[config.mk]
export PLATFORM = sky130hd
export DESIGN_NAME = ysyx_23060203_icache_2way
export DESIGN_NICKNAME = d
export VERILOG_FILES = /design/src/rtl/ysyx_23060203_icache_2way.sv
export SDC_FILE = /design/constraint.sdc
export NUM_CORES = 2
export LEC_CHECK = 0
export BUFFER_PORTS_ARGS = -buffer_cell sky130_fd_sc_hd__buf_2
export CORE_MARGIN = 2
export CORE_UTILIZATION = 53
export CTS_BUF_LIST = sky130_fd_sc_hd__clkbuf_4 sky130_fd_sc_hd__clkbuf_8
export DETAILED_ROUTE_END_ITERATION = 10
export PLACE_DENSITY = 0.72
export SLEW_MARGIN = 10
export SYNTH_ARGS = -nofsm -noshare
export SYNTH_HDL_FRONTEND = slang
export SYNTH_SLANG_ARGS = --single-unit
export TNS_END_PERCENT = 30
[constraint.sdc]
create_clock -name clock -period 4.34 [get_ports clock]
set_input_delay 0.868 -clock clock [delete_from_list [all_inputs] [get_ports clock]]
set_output_delay 0.868 -clock clock [all_outputs]
set_load 0.005 [all_outputs]
[src/rtl/ysyx_23060203_icache_2way.sv]
// Two-way set-associative instruction cache with a single-burst AXI4 line refill.
// Latency: hits are combinational; a miss costs 2 + words-per-line cycles minimum.
// Backpressure: AR is held until arready; R beats are consumed only while rvalid.
module ysyx_23060203_icache_2way #(
    parameter int SET_BITS  = 3,
    parameter int LINE_BITS = 4
) (
    input  logic        clock,
    input  logic        reset,
    input  logic        fencei,
    input  logic [31:0] addr,
    output logic        hit,
    output logic [31:0] inst,
    output logic [31:0] araddr,
    output logic        arvalid,
    input  logic        arready,
    output logic [7:0]  arlen,
    output logic [2:0]  arsize,
    output logic [1:0]  arburst,
    input  logic        rvalid,
    output logic        rready,
    input  logic [31:0] rdata,
    input  logic [1:0]  rresp,
    input  logic        rlast
);
    localparam int SETS     = 1 << SET_BITS;
    localparam int WORDS    = 1 << (LINE_BITS - 2);
    localparam int OFF_BITS = LINE_BITS - 2;
    localparam int TAG_LSB  = LINE_BITS + SET_BITS;
    localparam int TAG_BITS = 32 - TAG_LSB;

    typedef enum logic [1:0] {IDLE, AR, R} state_t;
    state_t state, state_nxt;

    logic [SETS-1:0]     valid0, valid1, lru;
    logic [TAG_BITS-1:0] tag0 [SETS];
    logic [TAG_BITS-1:0] tag1 [SETS];
    logic [31:0]         data0 [SETS][WORDS];
    logic [31:0]         data1 [SETS][WORDS];

    logic [31:0]         line_addr;
    logic [SET_BITS-1:0] fill_idx;
    logic                victim;
    logic [OFF_BITS-1:0] cnt;
    logic                err;
    logic                pend;

    logic [OFF_BITS-1:0] off;
    logic [SET_BITS-1:0] idx;
    logic [TAG_BITS-1:0] tag;
    logic                hit0, hit1, lookup, miss_start, victim_sel;
    logic                ar_fire, beat, done, beat_err;
    logic                unused_addr;

    assign off         = addr[LINE_BITS-1:2];
    assign idx         = addr[TAG_LSB-1:LINE_BITS];
    assign tag         = addr[31:TAG_LSB];
    assign unused_addr = ^addr[1:0];

    assign hit0   = valid0[idx] && (tag0[idx] == tag);
    assign hit1   = valid1[idx] && (tag1[idx] == tag);
    assign lookup = hit0 | hit1;

    assign hit  = (state == IDLE) & lookup & ~fencei;
    assign inst = hit1 ? data1[idx][off] : data0[idx][off];

    assign miss_start = (state == IDLE) & ~lookup & ~fencei;
    assign victim_sel = ~valid0[idx] ? 1'b0 : (~valid1[idx] ? 1'b1 : lru[idx]);

    assign ar_fire  = (state == AR) & arready;
    assign beat     = (state == R) & rvalid;
    assign done     = beat & rlast;
    assign beat_err = |rresp;

    assign araddr  = line_addr;
    assign arlen   = 8'(WORDS - 1);
    assign arsize  = 3'b010;
    assign arburst = 2'b01;

    always_ff @(posedge clock or negedge reset) begin
        if (!reset) state <= IDLE;
        else        state <= state_nxt;
    end

    always_comb begin
        state_nxt = state;
        arvalid   = 1'b0;
        rready    = 1'b0;
        case (state)
            IDLE: if (miss_start) state_nxt = AR;
            AR: begin
                arvalid = 1'b1;
                if (arready) state_nxt = R;
            end
            R: begin
                rready = 1'b1;
                if (rvalid && rlast) state_nxt = IDLE;
            end
            default: state_nxt = IDLE;
        endcase
    end

    always_ff @(posedge clock or negedge reset) begin
        if (!reset) begin
            line_addr <= '0;
            fill_idx  <= '0;
            victim    <= 1'b0;
            cnt       <= '0;
            err       <= 1'b0;
            pend      <= 1'b0;
        end else begin
            if (miss_start) begin
                line_addr <= {addr[31:LINE_BITS], {LINE_BITS{1'b0}}};
                fill_idx  <= idx;
                victim    <= victim_sel;
            end
            if (ar_fire) begin
                cnt <= '0;
                err <= 1'b0;
            end
            if (beat) begin
                cnt <= cnt + 1'b1;
                if (beat_err) err <= 1'b1;
            end
            // A fencei seen on the final beat is applied at that same edge, so pend just clears.
            if (done) begin
                err  <= 1'b0;
                pend <= 1'b0;
            end else if ((state != IDLE) && fencei) begin
                pend <= 1'b1;
            end
        end
    end

    always_ff @(posedge clock or negedge reset) begin
        if (!reset) begin
            valid0 <= '0;
            valid1 <= '0;
            lru    <= '0;
        end else if (state == IDLE) begin
            if (fencei) begin
                valid0 <= '0;
                valid1 <= '0;
            end else if (lookup) begin
                lru[idx] <= hit0;
            end
        end else if (done) begin
            if (pend | fencei) begin
                valid0 <= '0;
                valid1 <= '0;
            end else if (victim) begin
                valid1[fill_idx] <= ~(err | beat_err);
            end else begin
                valid0[fill_idx] <= ~(err | beat_err);
            end
            lru[fill_idx] <= ~victim;
        end
    end

    // Payload arrays carry no reset; the valid bits gate every use.
    always_ff @(posedge clock) begin
        if (beat) begin
            if (victim) data1[fill_idx][cnt] <= rdata;
            else        data0[fill_idx][cnt] <= rdata;
        end
        if (done) begin
            if (victim) tag1[fill_idx] <= line_addr[31:TAG_LSB];
            else        tag0[fill_idx] <= line_addr[31:TAG_LSB];
        end
    end
endmodule
==> flow_metrics.py <==
metrics = {
    "clock_tree": {
        "root_buffer": "clkbuf_8",
        "numClockSinks": 2507,
        "clock_latency_ns": 1.10,
        "path_clk_slew_ns": 0.06,
        "htreeDepth": 5,
        "cts_made_buffers": 403,
        "cts_tree": "built",
        "clock_path_buffers": 4,
    },
    "synth": {
        "yosysSeqAreaShare_pct": 77.0,
        "yosys_warnings": 0,
        "synth_edf_count": 2448,
        "syn_inst": 5674,
        "synth.distinct_cells": 80,
        "syn_area_per_cell_um2": 17.2,
        "netlist_area_mm2": 0.0974,
        "ys.flop_type": "edfxtp_1",
        "ys_seq_elements": 2507,
        "synth-async-reset-ratio_pct": 2.35,
    },
    "route": {
        "highest_layer": "met5",
        "route.met2.wl_um": 138000,
        "vias": 61403,
        "drc": 0,
        "met1Wirelength_um": 107000,
        "drt-pass1-iter-count": 9,
        "wl_met3_um": 49400,
        "routedWlPerCell_um": 34.1,
        "routed_via_density": 6.69,
        "postRouteAntennaNets": 0,
        "routed_wirelength_um": 313000,
        "drtIter0Drc": 10037,
    },
    "final_layout": {
        "fill_cells": 12668,
        "nets": 6484,
        "syn_to_final_growth_pct": 16.7,
        "layout-drive-gt1-share_pct": 25.3,
        "layout.cells.non_filler": 9183,
    },
    "job": {
        "maxCapViolations": 0,
    },
    "run_status": {
        "run_status": "complete, but fails checks",
        "violations": "setup timing",
    },
    "critical_path": {
        "critPathTopFamily": "multiplexers",
        "cp.required_ns": 3.47,
        "slowest_delay_ns": 0.61,
        "cp-start-kind": "flop",
        "cp_max_fo": 6,
        "crit_buf_inv": 6,
        "crit_slowest_cell": "mux4_2",
        "endpoint_kind": "output pin",
        "crit_chain": "mux4_2, mux2i_1, buf_4, xor2_2, nand3_2, nor4_4, buf_4, and4_4, buf_12, buf_12, mux4_2, inv_2, buf_6",
        "path_class": "reg -> out",
        "arrival_ns": 4.36,
    },
    "pwr": {
        "p_leak_nw": 38.1,
        "power.density_mw_per_mm2": 459,
        "peakVddDrop_uv": 330,
    },
    "floorplan": {
        "fp.dieArea_mm2": 0.187,
        "placementRows": 157,
        "ios": 152,
        "start_util_pct": 53.3,
        "die_x_um": 433,
        "die_y_um": 433,
        "core-area_mm2": 0.183,
    },
    "global_route": {
        "grt_pass1_wl_um": 435000,
        "gr-usage-all-layers_pct": 33.1,
        "antenna_found_initial": 14,
        "grt_max_degree": 83,
        "gr-total-overflow": 0,
        "grt_pass1_vias": 58955,
    },
    "place": {
        "gp_congestion": 0.892,
        "numPortBuffers": 132,
        "dp_hpwl_um": 178000,
        "pre_cts_slack_ns": -0.792,
        "dp_cells": 8451,
    },
    "timing": {
        "drv_slew": 0,
        "finalHoldViolations": 0,
        "fmax_mhz": 191,
        "fin_skew_ns": 0.0882,
        "min_period_ns": 5.22,
        "setup_viol": 33,
        "setup_slack_ns": -0.884,
        "tightest_slew_ns": 1.31,
        "period_share_pct": 120,
        "maxSlewHeadroom_pct": 12.9,
        "hold_slack_ns": 0.0524,
        "rsz0062_at_grt": "yes",
    },
    "min_path": {
        "holdCritPathClass": "in -> reg",
    },
}
## registers in the layout (all words and copies together) (netlist names)
name and cells:
cnt 2, tag1 200, pend 1, data1 1024, err 1, valid0 8
lru 8, araddr 26, state 2, data0 1024, victim 1, tag0 200
valid1 8, fill_idx 2
## cell usage in the layout, fill, tap and decap left out, types with 16 or more instances in the layout
cell type,count
nand4_1,20
nor2_4,91
conb_1,17
dfrtp_1,59
buf_4,437
nor3_1,18
mux2_2,104
mux2i_1,435
nor2_1,188
buf_6,24
buf_12,104
a21oi_1,335
a221oi_1,131
buf_2,114
clkbuf_4,136
o211ai_1,19
edfxtp_1,2448
mux4_2,111
clkbuf_8,422
nand3_1,47
clkinv_1,95
o22ai_1,26
a22oi_1,181
o221ai_1,29
clkinv_2,36
a211oi_1,20
nand2_1,326
a22o_1,56
a221o_1,45
o21ai_0,260
a2111oi_0,16
a31oi_1,69
mux2_4,29
## logic make-up (layout without fill, tap and decap cells)
logic type      count (synthesis)  count (layout)  share of synthesized area (%)
simple gates                  793             793                           3.51
compound gates               1278            1278                           8.72
flops                        2507            2507                           77.0
fa+ha+maj                       4               4                         0.0514
buf+inv                       384            1401                           1.82
mux                           682             682                           8.71
xor+xnor                       24              24                          0.216
other cells                     2              30                        0.00771
## routing by layer
layer | vias up | track usage [%]
met4 | 10 | 17.4
met1 | 30630 | 44.3
met2 | 5372 | 49.0
met3 | 1084 | 10.2
li1 | 24307 | -
met5 | - | 0
## worst paths after layout
kind                        startpoint           end  slack (ns)  depth (start not counted)
setup reg to reg              state[1]  data0[1][35]        0.77                          6
hold / removal                addr[15]    araddr[15]        0.05                          2
min in group asynchronous        reset    araddr[17]        0.24                          2
max in group asynchronous        reset           err        2.96                          3
setup / recovery           tag1[2][17]       inst[9]       -0.88                         13
hold reg to reg              valid1[0]     valid1[0]        0.49                          2
## layout make-up
class	instances	area, µm²	share of cell area [%]
diodes	13	32.5	0.0286
inverters	14	61.3	0.0539
well taps	2464	3080	2.71
multi-input cells	2798	21700	19.1
flip-flops and latches	2507	75000	66.0
repair buffers	684	6280	5.53
clock inverters	146	736	0.647
clock buffers	557	6820	5.99
## stage by stage
stage | area [µm²] | util [%] | setup TNS, ns | total power, W
2_1_floorplan | 97500 | - | -0.184 | 0.0305
3_5_place_dp | 106000 | 57.8 | -28.74 | 0.0331
6_report | 114000 | 62.2 | -25.04 | 0.0522
3_3_place_gp | 106000 | 57.8 | -27.23 | 0.0329
5_1_grt | 114000 | 62.2 | -28.80 | 0.0535
4_1_cts | 113000 | 62.1 | -25.80 | 0.0521
## report_power, final
| group | switching [W] | internal, W | total (W) | leakage, nW |
|---|---|---|---|---|
| logic | 0.00288 | 0.00158 | 0.00446 | 11.4 |
| registers | 0.000799 | 0.0275 | 0.0283 | 22.7 |
| clock network | 0.00914 | 0.0103 | 0.0194 | 4.02 |
## what timing repair did
action                     4_1_cts  5_1_grt
setup buffers                    8        7
setup endpoints to repair       33       33
hold buffers                     1        0
gates resized for setup         41       27
gates cloned                     1        0
pin swaps                       21       12
hold endpoints to repair        13        0
## cell usage after synthesis, types with 13 or more instances
library cell,number,area [µm²]
mux2i_1,437,4370
clkbuf_1,205,769
a211oi_1,22,165
buf_1,28,105
o22ai_1,26,163
nor3_1,23,115
nand2_1,330,1240
buf_2,84,420
mux4_2,111,2500
a22oi_1,181,1360
and3_1,13,81.3
edfxtp_1,2448,73500
nor2_1,280,1050
nand3_1,52,260
mux2_4,29,435
o221ai_1,29,254
a222oi_1,13,130
nand4_1,20,125
a21oi_1,338,1690
a31oi_1,70,438
o21ai_0,261,1310
dfrtp_1,59,1480
a2111oi_0,16,140
o211ai_1,19,143
inv_1,13,48.8
a221o_1,45,450
mux2_2,104,1170
a22o_1,56,490
buf_4,46,345
a221oi_1,132,1160
(Power assumes the default switching activity.)
